### src/rtl/fetch_stage_pkg.sv
// Shared types for the fetch stage.
//   instruction_type : 32-bit RISC-V instruction word
//   NOP_INSTR        : addi x0,x0,0, shown to decode when the queue is empty
//   fetch_entry_t    : one queue entry, instruction plus the PC it came from
package common;

  typedef logic [31:0] instruction_type;

  localparam instruction_type NOP_INSTR = 32'h0000_0013;

  typedef struct packed {
    instruction_type instr;
    logic [31:0]     pc;
  } fetch_entry_t;

endpackage

### src/rtl/fetch_stage_queue.sv
// fetch_queue: synchronous FIFO of fetch_entry_t.
// Ports:
//   clk, reset      : clock, synchronous active-high reset
//   flush           : empty the queue at the end of this cycle (wins over push/pop)
//   push, push_data : write an entry
//   pop             : drop the head entry
//   count           : current occupancy
//   head            : entry at the head (undefined when count==0)
// Parameter DEPTH (2..8).
import common::*;

module fetch_queue #(
  parameter int DEPTH = 2,
  parameter int CW    = $clog2(DEPTH + 1)
) (
  input  logic          clk,
  input  logic          reset,
  input  logic          flush,
  input  logic          push,
  input  fetch_entry_t  push_data,
  input  logic          pop,
  output logic [CW-1:0] count,
  output fetch_entry_t  head
);

  localparam int PW = $clog2(DEPTH);
  localparam logic [PW-1:0] LAST = PW'(DEPTH - 1);

  fetch_entry_t  mem_q [DEPTH];
  fetch_entry_t  mem_d [DEPTH];
  logic [PW-1:0] wr_ptr_q, wr_ptr_d;
  logic [PW-1:0] rd_ptr_q, rd_ptr_d;
  logic [CW-1:0] count_q, count_d;

  always_comb begin
    mem_d    = mem_q;
    wr_ptr_d = wr_ptr_q;
    rd_ptr_d = rd_ptr_q;
    count_d  = count_q;
    if (flush) begin
      wr_ptr_d = '0;
      rd_ptr_d = '0;
      count_d  = '0;
    end else begin
      if (push) begin
        mem_d[wr_ptr_q] = push_data;
        wr_ptr_d = (wr_ptr_q == LAST) ? '0 : wr_ptr_q + PW'(1);
      end
      if (pop) begin
        rd_ptr_d = (rd_ptr_q == LAST) ? '0 : rd_ptr_q + PW'(1);
      end
      count_d = count_q + CW'(push) - CW'(pop);
    end
  end

  always_ff @(posedge clk) begin
    if (reset) begin
      wr_ptr_q <= '0;
      rd_ptr_q <= '0;
      count_q  <= '0;
    end else begin
      wr_ptr_q <= wr_ptr_d;
      rd_ptr_q <= rd_ptr_d;
      count_q  <= count_d;
    end
  end

  // Storage needs no reset; count gates every read.
  always_ff @(posedge clk) begin
    mem_q <= mem_d;
  end

  assign count = count_q;
  assign head  = mem_q[rd_ptr_q];

endmodule

### src/rtl/fetch_stage.sv
// fetch_stage: instruction fetch feeding decode.
// Holds the fetch PC, issues word requests to a 1-cycle-latency instruction
// memory, queues responses with their PC, and restarts on redirect.
// Ports:
//   clk, reset                      : clock, synchronous active-high reset
//   imem_req, imem_addr             : request to instruction memory
//   imem_rvalid, imem_rdata         : response to last cycle's request
//   instr_valid, instr_ready        : handshake to decode
//   instruction, pc_out             : queue head (NOP / 0 when empty)
//   redirect_valid, redirect_target : flush and restart fetch
//   fetch_fault, fault_pc           : held misaligned redirect
// Build option FETCH_MISALIGN_CHECK_EN: when defined, a misaligned redirect
// halts fetch and raises fetch_fault; otherwise target[1:0] is forced to 00.
import common::*;

module fetch_stage #(
  parameter logic [31:0] RESET_PC = 32'h0000_0000,
  parameter int          DEPTH    = 2
) (
  input  logic            clk,
  input  logic            reset,
  output logic            imem_req,
  output logic [31:0]     imem_addr,
  input  logic            imem_rvalid,
  input  logic [31:0]     imem_rdata,
  output logic            instr_valid,
  input  logic            instr_ready,
  output instruction_type instruction,
  output logic [31:0]     pc_out,
  input  logic            redirect_valid,
  input  logic [31:0]     redirect_target,
  output logic            fetch_fault,
  output logic [31:0]     fault_pc
);

  localparam int CW = $clog2(DEPTH + 1);
  localparam logic [CW:0] DEPTH_L = (CW + 1)'(DEPTH);

  logic [31:0]   pc_q, pc_d;
  logic [31:0]   last_addr_q, last_addr_d;
  logic          rsp_pending_q, rsp_pending_d;
  logic          push, pop, flush;
  logic [CW:0]   occ_next;
  logic [31:0]   redir_addr;
  logic          redir_ok;
  logic          halted;
  logic [CW-1:0] q_count;
  fetch_entry_t  q_head;
  fetch_entry_t  push_data;

`ifdef FETCH_MISALIGN_CHECK_EN
  logic        fault_q, fault_d;
  logic [31:0] fault_pc_q, fault_pc_d;
  assign redir_ok    = (redirect_target[1:0] == 2'b00);
  assign halted      = fault_q;
  assign fetch_fault = fault_q;
  assign fault_pc    = fault_pc_q;
`else
  logic unused_tgt_lsb;
  assign unused_tgt_lsb = ^redirect_target[1:0];
  assign redir_ok    = 1'b1;
  assign halted      = 1'b0;
  assign fetch_fault = 1'b0;
  assign fault_pc    = 32'h0;
`endif

  assign redir_addr = {redirect_target[31:2], 2'b00};

  // Only responses to a request we actually issued are accepted; this drops
  // stray responses in and just after reset.
  assign push  = imem_rvalid && rsp_pending_q && !redirect_valid;
  assign pop   = instr_valid && instr_ready && !redirect_valid;
  assign flush = redirect_valid;
  assign occ_next  = {1'b0, q_count} + (CW + 1)'(push) - (CW + 1)'(pop);
  assign push_data = '{instr: imem_rdata, pc: last_addr_q};

  always_comb begin
    imem_req      = 1'b0;
    imem_addr     = pc_q;
    pc_d          = pc_q;
    last_addr_d   = last_addr_q;
    rsp_pending_d = 1'b0;
`ifdef FETCH_MISALIGN_CHECK_EN
    fault_d    = fault_q;
    fault_pc_d = fault_pc_q;
`endif
    if (reset) begin
      imem_addr = RESET_PC;
    end else if (redirect_valid) begin
      if (redir_ok) begin
        imem_req      = 1'b1;
        imem_addr     = redir_addr;
        pc_d          = redir_addr + 32'd4;
        last_addr_d   = redir_addr;
        rsp_pending_d = 1'b1;
`ifdef FETCH_MISALIGN_CHECK_EN
        fault_d    = 1'b0;
        fault_pc_d = 32'h0;
      end else begin
        fault_d    = 1'b1;
        fault_pc_d = redirect_target;
`endif
      end
    end else if (occ_next < DEPTH_L && !halted) begin
      imem_req      = 1'b1;
      pc_d          = pc_q + 32'd4;
      last_addr_d   = pc_q;
      rsp_pending_d = 1'b1;
    end
  end

  always_ff @(posedge clk) begin
    if (reset) begin
      pc_q          <= RESET_PC;
      last_addr_q   <= RESET_PC;
      rsp_pending_q <= 1'b0;
    end else begin
      pc_q          <= pc_d;
      last_addr_q   <= last_addr_d;
      rsp_pending_q <= rsp_pending_d;
    end
  end

`ifdef FETCH_MISALIGN_CHECK_EN
  always_ff @(posedge clk) begin
    if (reset) begin
      fault_q    <= 1'b0;
      fault_pc_q <= 32'h0;
    end else begin
      fault_q    <= fault_d;
      fault_pc_q <= fault_pc_d;
    end
  end
`endif

  fetch_queue #(.DEPTH(DEPTH)) u_queue (
    .clk       (clk),
    .reset     (reset),
    .flush     (flush),
    .push      (push),
    .push_data (push_data),
    .pop       (pop),
    .count     (q_count),
    .head      (q_head)
  );

  assign instr_valid = (q_count != '0);
  assign instruction = instr_valid ? q_head.instr : NOP_INSTR;
  assign pc_out      = instr_valid ? q_head.pc : 32'h0;

endmodule

### config.mk
export PLATFORM = sky130hd
export DESIGN_NAME = fetch_stage
export DESIGN_NICKNAME = d
export VERILOG_FILES = /design/src/rtl/fetch_stage_pkg.sv /design/src/rtl/fetch_stage_queue.sv /design/src/rtl/fetch_stage.sv
export SDC_FILE = /design/constraint.sdc
export NUM_CORES = 1
export LEC_CHECK = 0
export BUFFER_PORTS_ARGS = -buffer_cell sky130_fd_sc_hd__buf_2
export CAP_MARGIN = 20
export CORE_UTILIZATION = 61
export CTS_BUF_LIST = sky130_fd_sc_hd__clkbuf_4 sky130_fd_sc_hd__clkbuf_8
export DETAILED_ROUTE_END_ITERATION = 12
export PLACE_DENSITY_LB_ADDON = 0.12
export SYNTH_ARGS = -nofsm -noshare
export SYNTH_HDL_FRONTEND = slang
export SYNTH_SLANG_ARGS = --single-unit
### constraint.sdc
create_clock -name clk -period 10.4 [get_ports clk]
set_input_delay 1.56 -clock clk [delete_from_list [all_inputs] [get_ports clk]]
set_output_delay 1.56 -clock clk [all_outputs]
set_load 0.005 [all_outputs]
==> results.md <==
- Std-Cell Rows: 44
- Post-Route WL: 20.4 mm
- Max Root-Sink Buffers: 2
- Fin Clk Skew: 16.8 ps
- CP max FO: 61
- Critical path buffer and inverter count: 5
- Complex-gate fraction of the synthesized area: 7.67%
- Top Ports: 200
- Power Density: 146 nW/µm²
- Area leader, netlist: edfxtp_1
- CTS Buf Count: 17
- Setup CP Type: in2out
- Crit path DAT: 4590 ps
- # resized after CTS: 0
- Pin count of the biggest net entering global routing: 71
- Max Clk Rate: 0.162 GHz
- Hold path startpoint: last_addr_q[3]
- # port buffers: 160
- Cts hold-fix bufs: 0
- Largest cells by area after synthesis: edfxtp_1 41%, dfxtp_1 14%, mux2i_1 11%, nor2_1 5.4%, xnor2_1 3.4%
- DRT antenna net count: 0
- Hold slack final: 460 ps
- Placer congestion estimate: 0.929
- Average size of a mapped cell: 10.9 µm²
- Layout cell share with drive strength beyond 1: 22.0%
- Ant. Diodes: 0
- Most numerous cell in the Yosys netlist: nor2_1
- Ys async rst share: 0%
- Core footprint: 14500 µm²
- Worst reg2reg setup slack: 6270 ps
- Reg area: 5030 µm²
- Crit end category: primary output
- Top Family by Delay on Critical Path: simple AND/OR/NAND/NOR gates
- H-tree lvl count: 4
- Final #Nets: 1046
- Post-Synth Adder-Cell Area: 0.634%
- CTS tree: yes
- Clk sinks: 189
- Crit Reg-Reg Startpoint: u_queue.count[1]
- Worst Hold Class: reg2reg
- Max incr delay on CP: 580 ps
- Max Slew Vio Count: 0
- Iter 0 DRT Violations: 539
- FILL cells: 1097
- Hold Path Depth: 0
- Finished Cell Area: 10300 µm²
- Drt drc: 0
- WL/cell: 17.5 µm
- Worst path slowest cell: nand2_1
- Hold Violations, Final: 0
- Leak: 3.92 nW
- Ys flop type: edfxtp_1
- Via density: 5.66
- Period utilization: 59.2%
- Post-CTS setup buffers: 0
- Final TNS setup: 0 ps
- Root buffer cell: clkbuf_8
- FF+latch count, synth: 189
- Yosys Warn Count: 0
- Unrepaired setup endpoints after global routing: false
- CTS clock-pin slew for the worst setup and hold paths: 90 ps
- GRT Total Usage: 26.7%
- DR pass1 iterations: 5
- Dpl cells: 1138
- R2R cell count: 17
- Footprint of the multi-input gates: 3680 µm²
- Required @ worst endpoint: 8840 ps
- Xor-xnor portion of the synthesized cell area: 4.63%
- Mux contribution to synthesized area: 10.6%
- Die X: 124 µm
- Netlist cell types: 52
- Largest family of logic cells by synthesized area: simple AND/OR/NAND/NOR gates
- Detailed Place HPWL: 13.7 mm
- CP Cell Sequence: buf_4 > nor2_1 > ha_1 > inv_1 > ha_1 > inv_1 > fa_1 > xnor2_1 > nand2_1 > nand2_1 > nand2_1 > inv_1 > buf_2
- Mapped Area: 9080 µm²
- Die Ht: 124 µm
- Post-synthesis simple-gate area fraction: 15.4%
- Initial antenna violation count: 0
- Max-Cap Viols: 0
- First-pass GRT wire length: 30.5 mm
- Top post-synthesis cells by count: 130 x nor2_1, 124 x edfxtp_1, 96 x mux2i_1
- Critical Path Start Type: input pin
- Total gr overflow: 0
- Hold EP: u_queue.mem_q[3]
- Area growth from synthesis to layout: 13.1%
- Clk Latency, worst-skew pair: 470 ps
- DP Area: 9860 µm²
- Vias in the first global route: 5883
- Die Footprint: 15400 µm²
- Via count: 6622
- CP Depth: 13
- Post-synth EDFFs: 124
- Max VDD drop: 0.0664 mV
- Final setup viols: 0
- Final Critical Period: 6150 ps
- Worst slew pin tran: 1150 ps
- Slew HR: 23.6%
- Top-area cell type share of the netlist area: 41.0%
- Critical R2R Capture: pc_q[29]
- Mapped Cells: 836
- Outcome: complete, no violations
- Starting Density: 62.5%
- Sequential area share after synthesis: 55.3%
- Post-route insts no fill: 1170
==> routing by layer <==
layer | vias up | wire, µm | track usage [%]
li1 | 3176 | - | -
met1 | 3217 | 9380 | 36.7
met2 | 215 | 9640 | 42.7
met3 | 14 | 1260 | 5.77
met4 | 0 | 166 | 7.29
met5 | - | 0 | 0
==> flip-flops by register name (all words and copies together), names as in the netlist <==
register	flops
u_queue.mem_q	124
pc_q	30
u_queue.count	2
u_queue.wr_ptr_q	1
rsp_pending_q	1
u_queue.rd_ptr_q	1
last_addr_q	30
==> layout make-up <==
cell class                 instances  share of cell area (%)
inverter                          11                   0.402
tap                              184                    2.24
sequential                       189                    48.9
multi-input combinational        585                    35.9
clock buffer                      20                    2.50
timing repair buffer             169                    8.51
clock inverter                    12                    1.53
==> cell families (layout without fill, tap and decap cells) <==
family          after synthesis  in the layout
fa+ha+maj                     4              4
mux                          96             96
other cells                   1             37
simple gates                298            298
compound gates              102            102
flops                       189            189
buf+inv                      98            212
xor+xnor                     48             48
==> metrics by stage <==
stage               setup slack, ps  utilization [%]  power [mW]
detailed placement             4290             67.8        1.00
floorplan                      3060                -       0.957
global placement               4390             67.8       0.996
global route                   3970             70.7        1.55
CTS                            4280             70.7        1.50
finish                         4250             70.7        1.50
==> power breakdown <==
group	switching (mW)	leakage (nW)	total, mW	internal (mW)
clock network	0.259	0.214	0.508	0.249
registers	0.0223	1.69	0.848	0.826
logic	0.0853	2.02	0.140	0.0549
total	0.367	3.92	1.50	1.13
==> cells in the final DEF (no fill, tap or decap), types with 3 or more instances in the layout <==
| cell | instances |
|---|---|
| a211oi_1 | 18 |
| clkbuf_4 | 3 |
| conb_1 | 37 |
| nand4_1 | 9 |
| nand2_1 | 81 |
| inv_6 | 4 |
| o21a_1 | 3 |
| a21oi_1 | 25 |
| nand2b_1 | 3 |
| buf_2 | 159 |
| nor4_2 | 5 |
| xor2_1 | 13 |
| clkbuf_8 | 17 |
| nand3_1 | 21 |
| nor2_1 | 129 |
| clkinv_1 | 3 |
| nor3_1 | 12 |
| o22ai_1 | 11 |
| o211ai_1 | 5 |
| edfxtp_1 | 124 |
| nand4_2 | 3 |
| a311oi_1 | 8 |
| nand4b_1 | 6 |
| xnor2_1 | 35 |
| or4_1 | 3 |
| ha_1 | 3 |
| inv_1 | 10 |
| buf_4 | 9 |
| nand3b_1 | 5 |
| bufinv_16 | 3 |
| o21ai_0 | 14 |
| a31oi_1 | 3 |
| and2_1 | 11 |
| dfxtp_1 | 64 |
| mux2i_1 | 96 |
==> worst max-delay path by stage <==
stage / end / startpoint / slack (ps)
after global placement: imem_req / redirect_valid / 4390
after global routing: imem_req / redirect_valid / 3970
after floorplan: u_queue.mem_q[100] / redirect_valid / 3060
after CTS: imem_req / redirect_valid / 4280
final: imem_req / redirect_valid / 4250
after detailed placement: imem_req / redirect_valid / 4290
Note: power is estimated with default switching activity, not from simulation.
